`src/rtl/bch_pkg.sv`:
```
// Shared constants, state encoding and data placement for the (21,16) BCH codec.
package bch_pkg;

  localparam int unsigned BCH_N = 21;
  localparam int unsigned BCH_K = 16;

  // Parity positions 15, 7, 3, 1 and 0 as a mask over the codeword.
  localparam logic [BCH_N-1:0] PARITY_MASK = 21'h00808B;

  typedef enum logic [1:0] {
    StIdle,
    StShift,
    StGap
  } bch_state_e;

  // Scatter the payload into the codeword's data positions; parity positions left zero.
  function automatic logic [BCH_N-1:0] bch_place_data(input logic [BCH_K-1:0] d);
    logic [BCH_N-1:0] c;
    c        = '0;
    c[20:16] = d[15:11];
    c[14:8]  = d[10:4];
    c[6:4]   = d[3:1];
    c[2]     = d[0];
    return c;
  endfunction

endpackage

```
`src/rtl/bch_parity_gen.sv`:
```
// Combinational (21,16) codeword generator matching the decoder's bit layout.
module bch_parity_gen
  import bch_pkg::*;
(
  input  logic [BCH_K-1:0] data,
  output logic [BCH_N-1:0] codeword
);

  logic [BCH_N-1:0] placed;
  logic [BCH_N-1:0] parity;

  assign placed = bch_place_data(data);

  always_comb begin
    parity     = '0;
    parity[15] = ^placed[20:16];
    parity[7]  = ^placed[14:8];
    parity[3]  = ^{placed[20:19], placed[14:11], placed[6:4]};
    parity[1]  = ^{placed[18:17], placed[14:13], placed[10:9], placed[6:5], placed[2]};
    parity[0]  = ^{placed[20], placed[18], placed[16], placed[14], placed[12],
                   placed[10], placed[8], placed[6], placed[4], placed[2]};
  end

  assign codeword = placed | (parity & PARITY_MASK);

endmodule

```
`src/rtl/bch_encoder_tx.sv`:
```
// BCH (21,16) encoder with MSB-first serialiser, frame strobe and inter-frame gap.
module bch_encoder_tx
  import bch_pkg::*;
#(
  parameter int unsigned CLKS_PER_BIT = 4,
  parameter int unsigned GAP_BITS     = 1
) (
  input  logic             clk,
  input  logic             rst,
  input  logic [BCH_K-1:0] enc_data_in,
  input  logic             enc_valid,
  output logic             enc_ready,
  output logic [BCH_N-1:0] enc_codeword_out,
  output logic             tx_bit,
  output logic             tx_frame,
  output logic             tx_done
);

  localparam int unsigned GapCycles = GAP_BITS * CLKS_PER_BIT;
  localparam int unsigned CycW      = (CLKS_PER_BIT > 1) ? $clog2(CLKS_PER_BIT) : 1;
  localparam int unsigned GapW      = (GapCycles > 1) ? $clog2(GapCycles) : 1;

  localparam logic [CycW-1:0] CycLast = CycW'(CLKS_PER_BIT - 1);
  // Unreachable when GapCycles is zero, since StGap is then skipped.
  localparam logic [GapW-1:0] GapLast = GapW'(GapCycles - 1);
  localparam logic [4:0]      BitLast = 5'(BCH_N - 1);

  bch_state_e       state_q;
  logic [BCH_N-1:0] shift_q;
  logic [4:0]       bit_cnt_q;
  logic [CycW-1:0]  cyc_cnt_q;
  logic [GapW-1:0]  gap_cnt_q;
  logic [BCH_N-1:0] codeword;
  logic             accept;

  bch_parity_gen u_parity_gen (
    .data     (enc_data_in),
    .codeword (codeword)
  );

  assign enc_ready = (state_q == StIdle) && !rst;
  assign accept    = enc_valid && enc_ready;

  // shift_q holds the bits still to be sent, next one at the MSB.
  always_ff @(posedge clk) begin
    if (rst) begin
      state_q          <= StIdle;
      shift_q          <= '0;
      bit_cnt_q        <= '0;
      cyc_cnt_q        <= '0;
      gap_cnt_q        <= '0;
      enc_codeword_out <= '0;
      tx_bit           <= 1'b0;
      tx_frame         <= 1'b0;
      tx_done          <= 1'b0;
    end else begin
      tx_done <= 1'b0;
      unique case (state_q)
        StIdle: begin
          if (accept) begin
            enc_codeword_out <= codeword;
            shift_q          <= {codeword[BCH_N-2:0], 1'b0};
            tx_bit           <= codeword[BCH_N-1];
            tx_frame         <= 1'b1;
            bit_cnt_q        <= '0;
            cyc_cnt_q        <= '0;
            state_q          <= StShift;
          end
        end
        StShift: begin
          if (cyc_cnt_q == CycLast) begin
            cyc_cnt_q <= '0;
            if (bit_cnt_q == BitLast) begin
              tx_frame  <= 1'b0;
              tx_bit    <= 1'b0;
              tx_done   <= 1'b1;
              gap_cnt_q <= '0;
              state_q   <= (GapCycles == 0) ? StIdle : StGap;
            end else begin
              bit_cnt_q <= bit_cnt_q + 5'd1;
              tx_bit    <= shift_q[BCH_N-1];
              shift_q   <= {shift_q[BCH_N-2:0], 1'b0};
            end
          end else begin
            cyc_cnt_q <= cyc_cnt_q + CycW'(1);
          end
        end
        StGap: begin
          if (gap_cnt_q == GapLast) begin
            state_q <= StIdle;
          end else begin
            gap_cnt_q <= gap_cnt_q + GapW'(1);
          end
        end
        default: state_q <= StIdle;
      endcase
    end
  end

endmodule

```
`config.mk`:
```
export PLATFORM = sky130hd
export DESIGN_NAME = bch_encoder_tx
export DESIGN_NICKNAME = d
export VERILOG_FILES = /design/src/rtl/bch_pkg.sv /design/src/rtl/bch_parity_gen.sv /design/src/rtl/bch_encoder_tx.sv
export SDC_FILE = /design/constraint.sdc
export NUM_CORES = 1
export LEC_CHECK = 0
export ABC_AREA = 0
export CORE_MARGIN = 2
export CORE_UTILIZATION = 29
export CTS_CLUSTER_SIZE = 30
export DETAILED_ROUTE_END_ITERATION = 6
export SLEW_MARGIN = 20
export SYNTH_ARGS = -nofsm -noshare
export SYNTH_HDL_FRONTEND = slang
export SYNTH_SLANG_ARGS = --single-unit
```
`constraint.sdc`:
```
create_clock -name clk -period 2 [get_ports clk]
set_input_delay 0.5 -clock clk [delete_from_list [all_inputs] [get_ports clk]]
set_output_delay 0.5 -clock clk [all_outputs]
set_load 0.02 [all_outputs]
```
### Yosys cells after proc, flatten, opt, wreduce, memory -nomap -nowiden

Cells that the tools add are included.

* memory bits (writable): 0
* memories kept: 0
* bits in read-only memories: 0
* flip-flop bits (word level): 56
* output and inout port bits: 25
* word-level logic and storage cells: 74
* bits in latches: 0

* equality and inequality tests: 11
* $lt $le $gt $ge: 0
* $mul: 0
* shifts and indexed selects: 0
* bitwise gates (word level): 3
* add/sub/neg operators: 3
* multiplexer cells: 29
* reduce and logical (&&, ||, !) cells: 19
* div/mod/pow operators: 0

Operator list (count)
* 21-bit 2-to-1 mux: 3
* 21-bit case mux with 2 select lines: 1
* 21-bit by 16-bit bitwise OR with 21-bit output: 1
* 2-bit 2-to-1 mux: 9
* 9-bit parity: 2
* 4-bit AND reduction: 4
* 5-bit 2-to-1 mux: 3
* 2-bit != test (second input constant): 6
* 5-bit case mux with 2 select lines: 1
* 10-bit parity: 1
* 2-bit case mux with 2 select lines: 2
* 1-bit 2-to-1 mux: 7
* 7-bit parity: 1
* 2-bit equality test (second input constant): 3
* 2-bit case mux with 3 select lines: 1
* 5-bit by 1-bit adder with 5-bit output (second input constant): 1
* 5-bit equality test (second input constant): 1
* 5-bit parity: 1
* 2-bit by 1-bit adder with 2-bit output (second input constant): 2
* 1-bit case mux with 2 select lines: 2
* 2-bit AND reduction: 2
* 2-bit nonzero test: 2
* 3-bit AND reduction: 1
* 3-bit OR reduction: 1
* other kinds (5): 7

### Depth between registers and ports, before layout

Gate-level depths: netlist of the first run.

* depth after elaboration: 5
* depth in mapped cells: 8
* gate-level depth less buffers: 6

### Cells and area by module

From an unflattened synthesis of the first run, not the netlist that was laid out.

* cell total of the unflattened synthesis: 321
* area, all modules: 2777.7 µm²

Modules (own cells, without submodules)
* bch_encoder_tx: cells each 282, instances 1, area each 2401.1 µm²
* bch_parity_gen: cells each 39, instances 1, area each 376.6 µm²

### Worst setup path after synthesis of the first run

Ideal clock, no wire load.

* path kind: input to output
* start point: input port rst
* end point: output port enc_ready
* slack: -8 ps
* arrival: 1508 ps
* buffers on the path: 3
* stages: 4
* cells stage by stage: buf_2 > clkbuf_1 > clkbuf_1 > nor3_1

* word-level cells in the longest chain between the ends: 2

Ends and longest elaborated chain
* from (decl): line bch_encoder_tx.sv:9 `input logic rst,`
* 1-bit zero test: line bch_encoder_tx.sv:41 `assign enc_ready = (state_q == StIdle) && !rst;`
* 1-bit logical AND: line bch_encoder_tx.sv:41
* to (decl): line bch_encoder_tx.sv:12 `output logic enc_ready,`

No other way between the ends.

### Worst setup path after layout of the first run

* start point: input port enc_valid
* end point: register shift_q[7]

* word-level cells in the longest chain between the ends: 3

Ends and longest elaborated chain
* from (decl): line bch_encoder_tx.sv:11 `input logic enc_valid,`
* 1-bit logical AND: line bch_encoder_tx.sv:42 `assign accept = enc_valid && enc_ready;`
* 2-bit != test (no line)
* 4-bit AND reduction (no line)
* to (signal assigned): line bch_encoder_tx.sv:62 `shift_q <= {codeword[BCH_N-2:0], 1'b0};`
* to (signal assigned): line bch_encoder_tx.sv:82 `shift_q <= {shift_q[BCH_N-2:0], 1'b0};`
* to (decl): line bch_encoder_tx.sv:29 `logic [BCH_N-1:0] shift_q;`

No other way between the ends.
A chain may end at the register's enable or synchronous reset.

==> results of run 1 <==
==> cells in the mapped netlist (all sizes together) (2+ instances only) <==
library cell | number | share of area (%)
clkbuf | 9 | 1.2
nor2 | 26 | 3.6
ha | 4 | 1.9
nand2b | 2 | 0.46
nand3b | 19 | 5.3
nand3 | 4 | 0.74
nor2b | 3 | 0.69
o21ai | 10 | 2.3
dfxtp | 55 | 41
or3 | 2 | 0.46
buf | 13 | 3.7
a21oi | 10 | 2.0
nor3 | 7 | 1.3
a311oi | 15 | 7.6
inv | 4 | 0.55
nand2 | 72 | 10
mux2i | 2 | 0.74
xnor2 | 12 | 3.9
a31oi | 2 | 0.46
nor3b | 2 | 0.55
xnor3 | 5 | 4.2
xor2 | 6 | 1.9
==> metal layers <==
metal | part of all wire [%] | vias to the layer above | routed length, um | track usage, %
met5 | 0 | - | 0 | 0
met4 | 1.5 | 0 | 97 | 4.21
met3 | 2.7 | 7 | 177 | 2.64
met2 | 48 | 32 | 3090 | 23.5
met1 | 48 | 1044 | 3070 | 16.4
li1 | - | 1137 | - | -
==> worst min-delay path by stage <==
stage                                 start                       to  slack [ns]  depth (start not counted)
finish              shift_q[4]$_SDFFE_PP0P_  shift_q[5]$_SDFFE_PP0P_        0.47                          2
global route        shift_q[2]$_SDFFE_PP0P_  shift_q[3]$_SDFFE_PP0P_        0.50                          2
CTS                 shift_q[4]$_SDFFE_PP0P_  shift_q[5]$_SDFFE_PP0P_        0.48                          2
detailed placement  shift_q[4]$_SDFFE_PP0P_  shift_q[5]$_SDFFE_PP0P_        0.46                          2
global placement    shift_q[2]$_SDFFE_PP0P_  shift_q[3]$_SDFFE_PP0P_        0.46                          2
floorplan           shift_q[2]$_SDFFE_PP0P_  shift_q[3]$_SDFFE_PP0P_        0.45                          2
==> per-stage QoR <==
step,std cells,area [um2]
floorplan,299,2710
global route,472,3530
detailed placement,465,3440
finish,472,3530
global placement,465,3440
CTS,472,3530
==> state kept, by name, summed over array words and instances (netlist names) <==
signal / count
enc_codeword_out: 21
shift_q: 20
bit_cnt_q: 5
cyc_cnt_q: 2
gap_cnt_q: 2
state_q: 2
tx_bit: 1
tx_done: 1
tx_frame: 1
==> cells by family after synthesis <==
| family | Yosys count | share of synthesized area [%] |
|---|---|---|
| AND/OR/NAND/NOR | 145 | 25.9 |
| buffers and inverters | 26 | 5.46 |
| flip-flops | 55 | 40.7 |
| multiplexers | 2 | 0.740 |
| XOR/XNOR | 24 | 10.9 |
| AO/OA/AOI/OAI | 43 | 14.4 |
| adder cells (fa/ha/maj) | 4 | 1.85 |
==> critical path, cell delays in order <==
cell             delay [ns]
clkdlybuf4s50_1        0.51
or4b_4                 0.50
o21ai_4                0.11
buf_12                 0.18
nor2_1                 0.05
a311oi_2               0.25
==> placed cells by master (no fill, tap or decap), types with 2 or more instances in the layout <==
cell type        count
clkdlybuf4s50_1     41
a311oi_2            12
nand3_1              4
nand3b_1            19
a21oi_1              9
buf_12               3
dfxtp_1             55
inv_1                4
clkbuf_8             6
xor2_1               6
xnor2_1             12
nor3b_1              2
nor2b_1              3
ha_1                 4
a311oi_1             3
buf_4               31
o21ai_0              9
mux2i_1              2
nor2_1              26
nand2_1             72
or3_1                2
nand2b_1             2
xnor3_1              5
nor3_1               6
a31oi_1              2
==> cell type report <==
cell class / instances / area [um2] / area share, %
multi-input cells: 218 / 1470 / 41.7
flip-flops and latches: 55 / 1100 / 31.2
repair buffers: 77 / 717 / 20.3
well taps: 111 / 139 / 3.93
clock buffers: 6 / 82.6 / 2.34
inverters: 4 / 15.0 / 0.425
clock inverters: 1 / 5.00 / 0.142
==> where the power goes <==
part	internal, W	switching (W)	total [W]	leakage [nW]
Clock	0.000273	0.000363	0.000636	0.0470
Sequential	0.00118	0.0000475	0.00123	0.451
Combinational	0.000317	0.000302	0.000619	0.931
Total	0.00177	0.000712	0.00248	1.43
==> results_dict.tcl, run 1 <==
set metrics [dict create \
    syn_avg_cell_area_um2 9.05 \
    initial_core_util_pct 29.6 \
    antenna_found_initial 0 \
    hold_viol 0 \
    viasPerCell 4.70 \
    syn-cell-area_mm2 0.00271 \
    r2r_cells 7 \
    cts_tree "built" \
    tns_ns 0 \
    seq_area_frac_synth_pct 40.7 \
    hpwlAfterDp_um 4780 \
    ctsResizeCount 1 \
    grt_usage_pct 13.4 \
    totalWireLength_um 6440 \
    reg2reg_from "bit_cnt_q[0]$_SDFFE_PP0P_" \
    whs_ns 0.475 \
    cap_violations 0 \
    p_total_w 0.00248 \
    vias 2220 \
    grt_pass1_vias 2273 \
    cts_max_level 2 \
    syn_inst 299 \
    critPathMaxFanout 15 \
    slew_viol_final 0 \
    antenna_left 0 \
    ctsHoldBuffers 0 \
    rows 35 \
    status "finished clean" \
    path_clk_slew_ns 0.10 \
    ys.flop_type "dfxtp_1" \
    crit_required_ns 2.22 \
    relSlewSlack_pct 64.2 \
    finalClockSkew_ns 0.00520 \
    fin_ws_ns 0.110 \
    firstDrtPassIters 4 \
    drive_gt1_share_pct 16.9 \
    die_y_um 101 \
    leakagePower_nw 1.43 \
    cp-start-kind "input port" \
    fin_util_pct 38.6 \
    fmax_mhz 529 \
    n_fill_cell 904 \
    clockBufferDepth 2 \
    io_buffers 43 \
    ir_drop_mv 0.333 \
    area_growth_syn_to_layout_pct 30.5 \
    die_w_um 101 \
    hp-class "register to register" \
    syn-num-nets 322 \
    ys.warnings.count 0 \
    coreArea_mm2 0.00915 \
    numCtsBuffers 5 \
    clockRootBuffer "clkbuf_8" \
    reg2reg_to "shift_q[7]$_SDFFE_PP0P_" \
    grt_pass1_wl_um 10800 \
    n_antenna_cell 0 \
    synth_seq_cells 55 \
    postCtsSetupRepairBufs 0 \
    cp-startpoint "enc_valid" \
    worst_slew_pin_slew_ns 0.537 \
    drt_iter0_markers 91 \
    grt_max_degree 50 \
    clock_latency_ns 0.31 \
    cp-end-kind "register" \
    setup_viol 0 \
    period_needed_ns 1.89 \
    period_share_pct 94.5 \
    dieArea_mm2 0.0101 \
    worstPathArrival_ns 2.11 \
    pre_cts_ws_ns -0.196 \
    power.density_mw_per_mm2 703 \
    routedWlPerCell_um 13.7 \
    cts_sinks 55 \
    reg2reg_slack_ns 0.23 \
    grt-ovfl-total 0 \
    pin_count 44 \
    async_flop_share_pct 0 \
    drc 0 \
    synth-edff-count 0 \
    rsz0062_at_grt "false" \
    synthDistinctLibCells 43 \
    nets 384 \
    routabilityCongestion 0.775 \
    crit_type "input port to register" \
    cp-endpoint "shift_q[7]$_SDFFE_PP0P_" \
]
Power figures use the tool's default switching activity.
==> run 2: changes to the inputs <==
--- a/config.mk
+++ b/config.mk
@@ -6,7 +6,6 @@
 export NUM_CORES = 1
 export LEC_CHECK = 0
 export ABC_AREA = 0
-export CORE_MARGIN = 2
 export CORE_UTILIZATION = 29
 export CTS_CLUSTER_SIZE = 30
 export DETAILED_ROUTE_END_ITERATION = 6
==> run 2 against run 1 <==
Effect of this change: via count increased by 2.2%; wire length grew 0.87%; register-to-register slack worse by 0.02 ns; clock skew increased by 0.012 ns; sequential power is essentially flat; critical path type unchanged.
==> results_dict.tcl, run 2 (synthesized netlist as in run 1, its figures left out) <==
set metrics [dict create \
    status "finished clean" \
    path_clk_slew_ns 0.11 \
    mostFrequentLayoutCells "nand2_1 (72), dfxtp_1 (55), clkdlybuf4s50_1 (41)" \
    reg2reg_from "state_q[1]$_SDFFE_PP0P_" \
    coreArea_mm2 0.00889 \
    fin_util_pct 39.4 \
    dp_cells 461 \
    area_growth_syn_to_layout_pct 29.6 \
    period_needed_ns 1.91 \
    power.density_mw_per_mm2 708 \
    io_buffers 43 \
    vias 2269 \
    hpwlAfterDp_um 4620 \
    ctsHoldBuffers 0 \
    numCtsBuffers 5 \
    dieArea_mm2 0.00972 \
    grt-ovfl-total 0 \
    ir_drop_mv 0.297 \
    cp-start-kind "input port" \
    grt_max_degree 50 \
    worst_slew_pin_slew_ns 0.540 \
    crit_type "input port to register" \
    setup_viol 0 \
    antenna_found_initial 0 \
    grt_pass1_wl_um 11300 \
    routabilityCongestion 0.750 \
    relSlewSlack_pct 64.0 \
    period_share_pct 95.5 \
    cp-endpoint "shift_q[8]$_SDFFE_PP0P_" \
    cap_violations 0 \
    slew_viol_final 0 \
    n_fill_cell 892 \
    finalClockSkew_ns 0.0169 \
    cp-end-kind "register" \
    die_y_um 98.6 \
    cts_tree "built" \
    crit_required_ns 2.25 \
    cp-startpoint "enc_data_in[4]" \
    hold_viol 0 \
    fin_ws_ns 0.0895 \
    initial_core_util_pct 30.4 \
    regMostFlops "enc_codeword_out" \
    reg2reg_to "shift_q[4]$_SDFFE_PP0P_" \
    grt_pass1_vias 2264 \
    drive_gt1_share_pct 16.9 \
    clockBufferDepth 2 \
    leakagePower_nw 1.42 \
    grt_usage_pct 14.5 \
    rows 34 \
    reg.largest.list "enc_codeword_out: 21 flops, shift_q: 20 flops, bit_cnt_q: 5 flops" \
    clock_latency_ns 0.32 \
    antenna_left 0 \
    cts_sinks 55 \
    nets 383 \
    largest_reg_flops 21 \
    totalWireLength_um 6500 \
    critPathMaxFanout 4 \
    routedWlPerCell_um 13.9 \
    stdcell_count 469 \
    r2r_cells 5 \
    mostFrequentLayoutCell "nand2_1" \
    reg2reg_slack_ns 0.21 \
    drc 0 \
    clockRootBuffer "clkbuf_8" \
    pre_cts_ws_ns -0.213 \
    rsz0062_at_grt "false" \
    worstPathArrival_ns 2.16 \
    viasPerCell 4.84 \
    firstDrtPassIters 4 \
    cts_max_level 2 \
    fmax_mhz 523 \
    n_antenna_cell 0 \
    die_w_um 98.6 \
    drt_iter0_markers 136 \
    pin_count 44 \
    hp-class "input port to register" \
]
-- run 2: changes by cell type in the layout (fill, tap and decap cells not counted) --
cell      delta
clkbuf_8     -1
buf_12       -1
clkinv_2     +1
inv_6        +1
-- run 2: cell type report --
cell class | instances | area, um2 | share of cell area [%]
clock buffers | 5 | 68.8 | 1.96
well taps | 108 | 135 | 3.85
inverters | 4 | 15.0 | 0.428
clock inverters | 3 | 18.8 | 0.535
flip-flops and latches | 55 | 1100 | 31.4
multi-input cells | 218 | 1470 | 41.9
repair buffers | 76 | 697 | 19.9
-- run 2: through the flow --
| step | setup TNS, ns | cell area [um2] | total power [W] | hold WS (ns) |
|---|---|---|---|---|
| 5_1_grt | 0 | 3510 | 0.00261 | 0.482 |
| 3_3_place_gp | -5.17 | 3420 | 0.00187 | 0.460 |
| 3_5_place_dp | -5.85 | 3420 | 0.00188 | 0.461 |
| 6_report | 0 | 3510 | 0.00248 | 0.474 |
| 4_1_cts | 0 | 3510 | 0.00251 | 0.474 |
| 2_1_floorplan | 0 | 2710 | 0.00161 | 0.450 |
-- run 2: repair_timing --
item / 4_1_cts / 5_1_grt
gates resized for setup: 1 / 0
buffers inserted: 0 / 0
setup endpoints to repair: 1 / 0
-- run 2: power by group --
part,leakage [nW],internal [W],switching (W),total (W)
registers,0.451,0.00118,0.0000471,0.00123
logic,0.922,0.000316,0.000308,0.000624
clock network,0.0483,0.000248,0.000385,0.000633
-- run 2: how the worst min path moves through the flow --
stage / slack (ns) / start / to / cells past startpoint
3_5_place_dp: 0.46 / enc_codeword_out[6]$_SDFFE_PP0P_ / enc_codeword_out[6]$_SDFFE_PP0P_ / 2
5_1_grt: 0.48 / rst / bit_cnt_q[1]$_SDFFE_PP0P_ / 2
2_1_floorplan: 0.45 / shift_q[2]$_SDFFE_PP0P_ / shift_q[3]$_SDFFE_PP0P_ / 2
3_3_place_gp: 0.46 / enc_codeword_out[1]$_SDFFE_PP0P_ / enc_codeword_out[1]$_SDFFE_PP0P_ / 2
6_report: 0.47 / rst / bit_cnt_q[1]$_SDFFE_PP0P_ / 2
4_1_cts: 0.47 / rst / bit_cnt_q[1]$_SDFFE_PP0P_ / 2
-- run 2: critical path: stages --
cell and delay, ns:
clkdlybuf4s50_1 0.60, xor3_1 0.46, xnor3_1 0.30, nand2_1 0.11, a211oi_2 0.19
-- run 2: layer usage --
layer	part of all wire, %	global-route usage (%)	up-vias
li1	-	-	1139
met5	0	0	-
met3	3.4	2.62	9
met4	1.8	4.94	0
met2	47	24.6	49
met1	48	18.5	1072
==> run 3: changes to the inputs <==
--- a/config.mk
+++ b/config.mk
@@ -5,10 +5,12 @@
 export SDC_FILE = /design/constraint.sdc
 export NUM_CORES = 1
 export LEC_CHECK = 0
-export ABC_AREA = 0
+export ABC_AREA = 1
+export CORE_MARGIN = 2
 export CORE_UTILIZATION = 29
 export CTS_CLUSTER_SIZE = 30
 export DETAILED_ROUTE_END_ITERATION = 6
+export GPL_ROUTABILITY_DRIVEN = 0
 export SLEW_MARGIN = 20
 export SYNTH_ARGS = -nofsm -noshare
 export SYNTH_HDL_FRONTEND = slang
==> run 3 against run 2 <==
Effect of this change: worst setup slack gained 0.0039 ns; via count grew 15%; maximum frequency grew 0.20%; first-iteration DRC count grew 8.8%; cell count grew 25%; count of clock-buffer cells in the layout grew 1; cell area grew 4.2%; critical path type is now input port to output pin; total power grew 14%; register-to-register slack gained 0.22 ns.
==> results_dict.tcl, run 3 <==
set metrics [dict create \
    routedWlPerCell_um 12.0 \
    antenna_left 0 \
    power.density_mw_per_mm2 774 \
    postCtsSetupRepairBufs 0 \
    reg.largest.list "enc_codeword_out: 21 flops, shift_q: 20 flops, bit_cnt_q: 5 flops" \
    mostFrequentLayoutCell "nand2_1" \
    antenna_found_initial 0 \
    fin_util_pct 37.9 \
    io_buffers 43 \
    seq_area_frac_synth_pct 38.7 \
    cp-start-kind "input port" \
    path_clk_slew_ns 0.09 \
    cap_violations 0 \
    worst_slew_pin_slew_ns 0.319 \
    synth_area_leaders "dfxtp_1 (39%), nand2_1 (19%), inv_1 (4.1%), o21ai_0 (4.0%), nand3_1 (3.5%)" \
    worstPathArrival_ns 1.41 \
    synthMostInstantiatedCell "nand2_1" \
    yosysTopAreaCell "dfxtp_1" \
    slew_viol_final 0 \
    clock_latency_ns 0.32 \
    crit_type "input port to output pin" \
    coreArea_mm2 0.00964 \
    drive_gt1_share_pct 11.7 \
    vias 2610 \
    netlist.area_leader.share_pct 38.7 \
    relSlewSlack_pct 78.6 \
    viasPerCell 4.46 \
    period_needed_ns 1.91 \
    cts_tree "built" \
    nets 474 \
    setup_viol 0 \
    cts_sinks 55 \
    grt_pass1_wl_um 11700 \
    period_share_pct 95.3 \
    leakagePower_nw 1.63 \
    grt_max_degree 27 \
    ys.flop_type "dfxtp_1" \
    cts_max_level 2 \
    firstDrtPassIters 4 \
    synthDistinctLibCells 37 \
    numCtsBuffers 5 \
    hold_viol 0 \
    initial_core_util_pct 29.5 \
    clockBufferDepth 2 \
    largest_reg_flops 21 \
    pin_count 44 \
    clockRootBuffer "clkbuf_8" \
    synth_commonest_cells "nand2_1 (146), dfxtp_1 (55), inv_1 (31)" \
    drc 0 \
    status "finished clean" \
    rows 36 \
    grt_usage_pct 14.2 \
    critPathMaxFanout 2 \
    die_y_um 103 \
    ctsHoldBuffers 0 \
    drt_iter0_markers 148 \
    n_antenna_cell 0 \
    whs_ns 0.454 \
    totalWireLength_um 7020 \
    rsz0062_at_grt "false" \
    mostFrequentLayoutCells "nand2_1 (146), dfxtp_1 (55), clkdlybuf4s50_1 (42)" \
    syn_avg_cell_area_um2 7.13 \
    cp-end-kind "output pin" \
    crit_required_ns 1.50 \
    stdcell_count 585 \
    dieArea_mm2 0.0106 \
    syn-num-nets 422 \
    n_fill_cell 1043 \
    dp_cells 577 \
    hp-class "register to register" \
    die_w_um 103 \
    synth-edff-count 0 \
    regMostFlops "enc_codeword_out" \
    ys.warnings.count 0 \
    finalClockSkew_ns 0.0119 \
    hpwlAfterDp_um 5410 \
    grt-ovfl-total 0 \
    syn_inst 399 \
    fmax_mhz 525 \
    synth_seq_cells 55 \
    async_flop_share_pct 0 \
    grt_pass1_vias 2468 \
    syn-cell-area_mm2 0.00285 \
    ir_drop_mv 0.299 \
    area_growth_syn_to_layout_pct 28.4 \
]
-- run 3: cell count changes in the layout (fill, tap and decap cells not counted), sizes merged, moves of 7 or more --
cell	previous run	this run
o21ai	10	38
a311oi	15	0
buf	34	20
a31oi	2	14
nand3	4	23
nand2	72	150
inv	5	37
nand3b	19	2
nor2	26	19
-- run 3: per-layer routing --
layer / track usage [%] / wire length, um / vias to the layer above
li1: - / - / 1385
met1: 19.1 / 3530 / 1183
met2: 23.2 / 3210 / 35
met3: 2.44 / 185 / 7
met4: 4.55 / 105 / 0
met5: 0 / 0 / -
-- run 3: per-stage QoR --
stage | setup WS, ns | setup TNS (ns) | total power [W] | area [um2]
2_1_floorplan | 0.361 | 0 | 0.00177 | 2850
3_3_place_gp | -0.330 | -0.496 | 0.00203 | 3530
3_5_place_dp | -0.334 | -0.742 | 0.00205 | 3530
4_1_cts | 0.000261 | 0 | 0.00286 | 3650
5_1_grt | 0.0552 | 0 | 0.00300 | 3650
6_report | 0.0935 | 0 | 0.00283 | 3650
-- run 3: path summary, 6_finish.rpt --
path,from,cells after the start,slack (ns),end
min reg2reg,enc_codeword_out[1]$_SDFFE_PP0P_,2,0.45,enc_codeword_out[1]$_SDFFE_PP0P_
max,rst,3,0.09,enc_ready
min,enc_codeword_out[1]$_SDFFE_PP0P_,2,0.45,enc_codeword_out[1]$_SDFFE_PP0P_
max reg2reg,state_q[0]$_SDFFE_PP0P_,7,0.43,gap_cnt_q[1]$_SDFFE_PP0P_
-- run 3: logic make-up (layout without fill, tap and decap cells) --
kind of cell	count (synthesis)	in the layout	synth area share, %
compound gates	76	76	15.7
xor+xnor	13	13	4.00
buf+inv	54	107	9.01
simple gates	197	197	30.8
fa+ha+maj	4	4	1.76
flops	55	55	38.7
-- run 3: critical path, stage by stage --
cell             delay (ns)
clkdlybuf4s50_1        0.43
nor3_2                 0.18
clkdlybuf4s15_2        0.29
-- run 3: where the power goes --
part | internal, W | switching [W] | leakage (nW)
logic | 0.000327 | 0.000427 | 1.11
clock network | 0.000413 | 0.000393 | 0.0618
registers | 0.00121 | 0.0000611 | 0.453
-- run 3: cell type report --
type,count,area (um2),area share (%)
inverters,36,140,3.84
well taps,133,166,4.55
clock buffers,6,82.6,2.26
multi-input cells,290,1490,40.9
flip-flops and latches,55,1100,30.1
repair buffers,63,632,17.3
clock inverters,2,38.8,1.06
-- run 3: what timing repair did --
| item | CTS | global route |
|---|---|---|
| resized for setup | 4 | 1 |
| cloned | 0 | 0 |
| endpoints found under the setup margin | 1 | 1 |
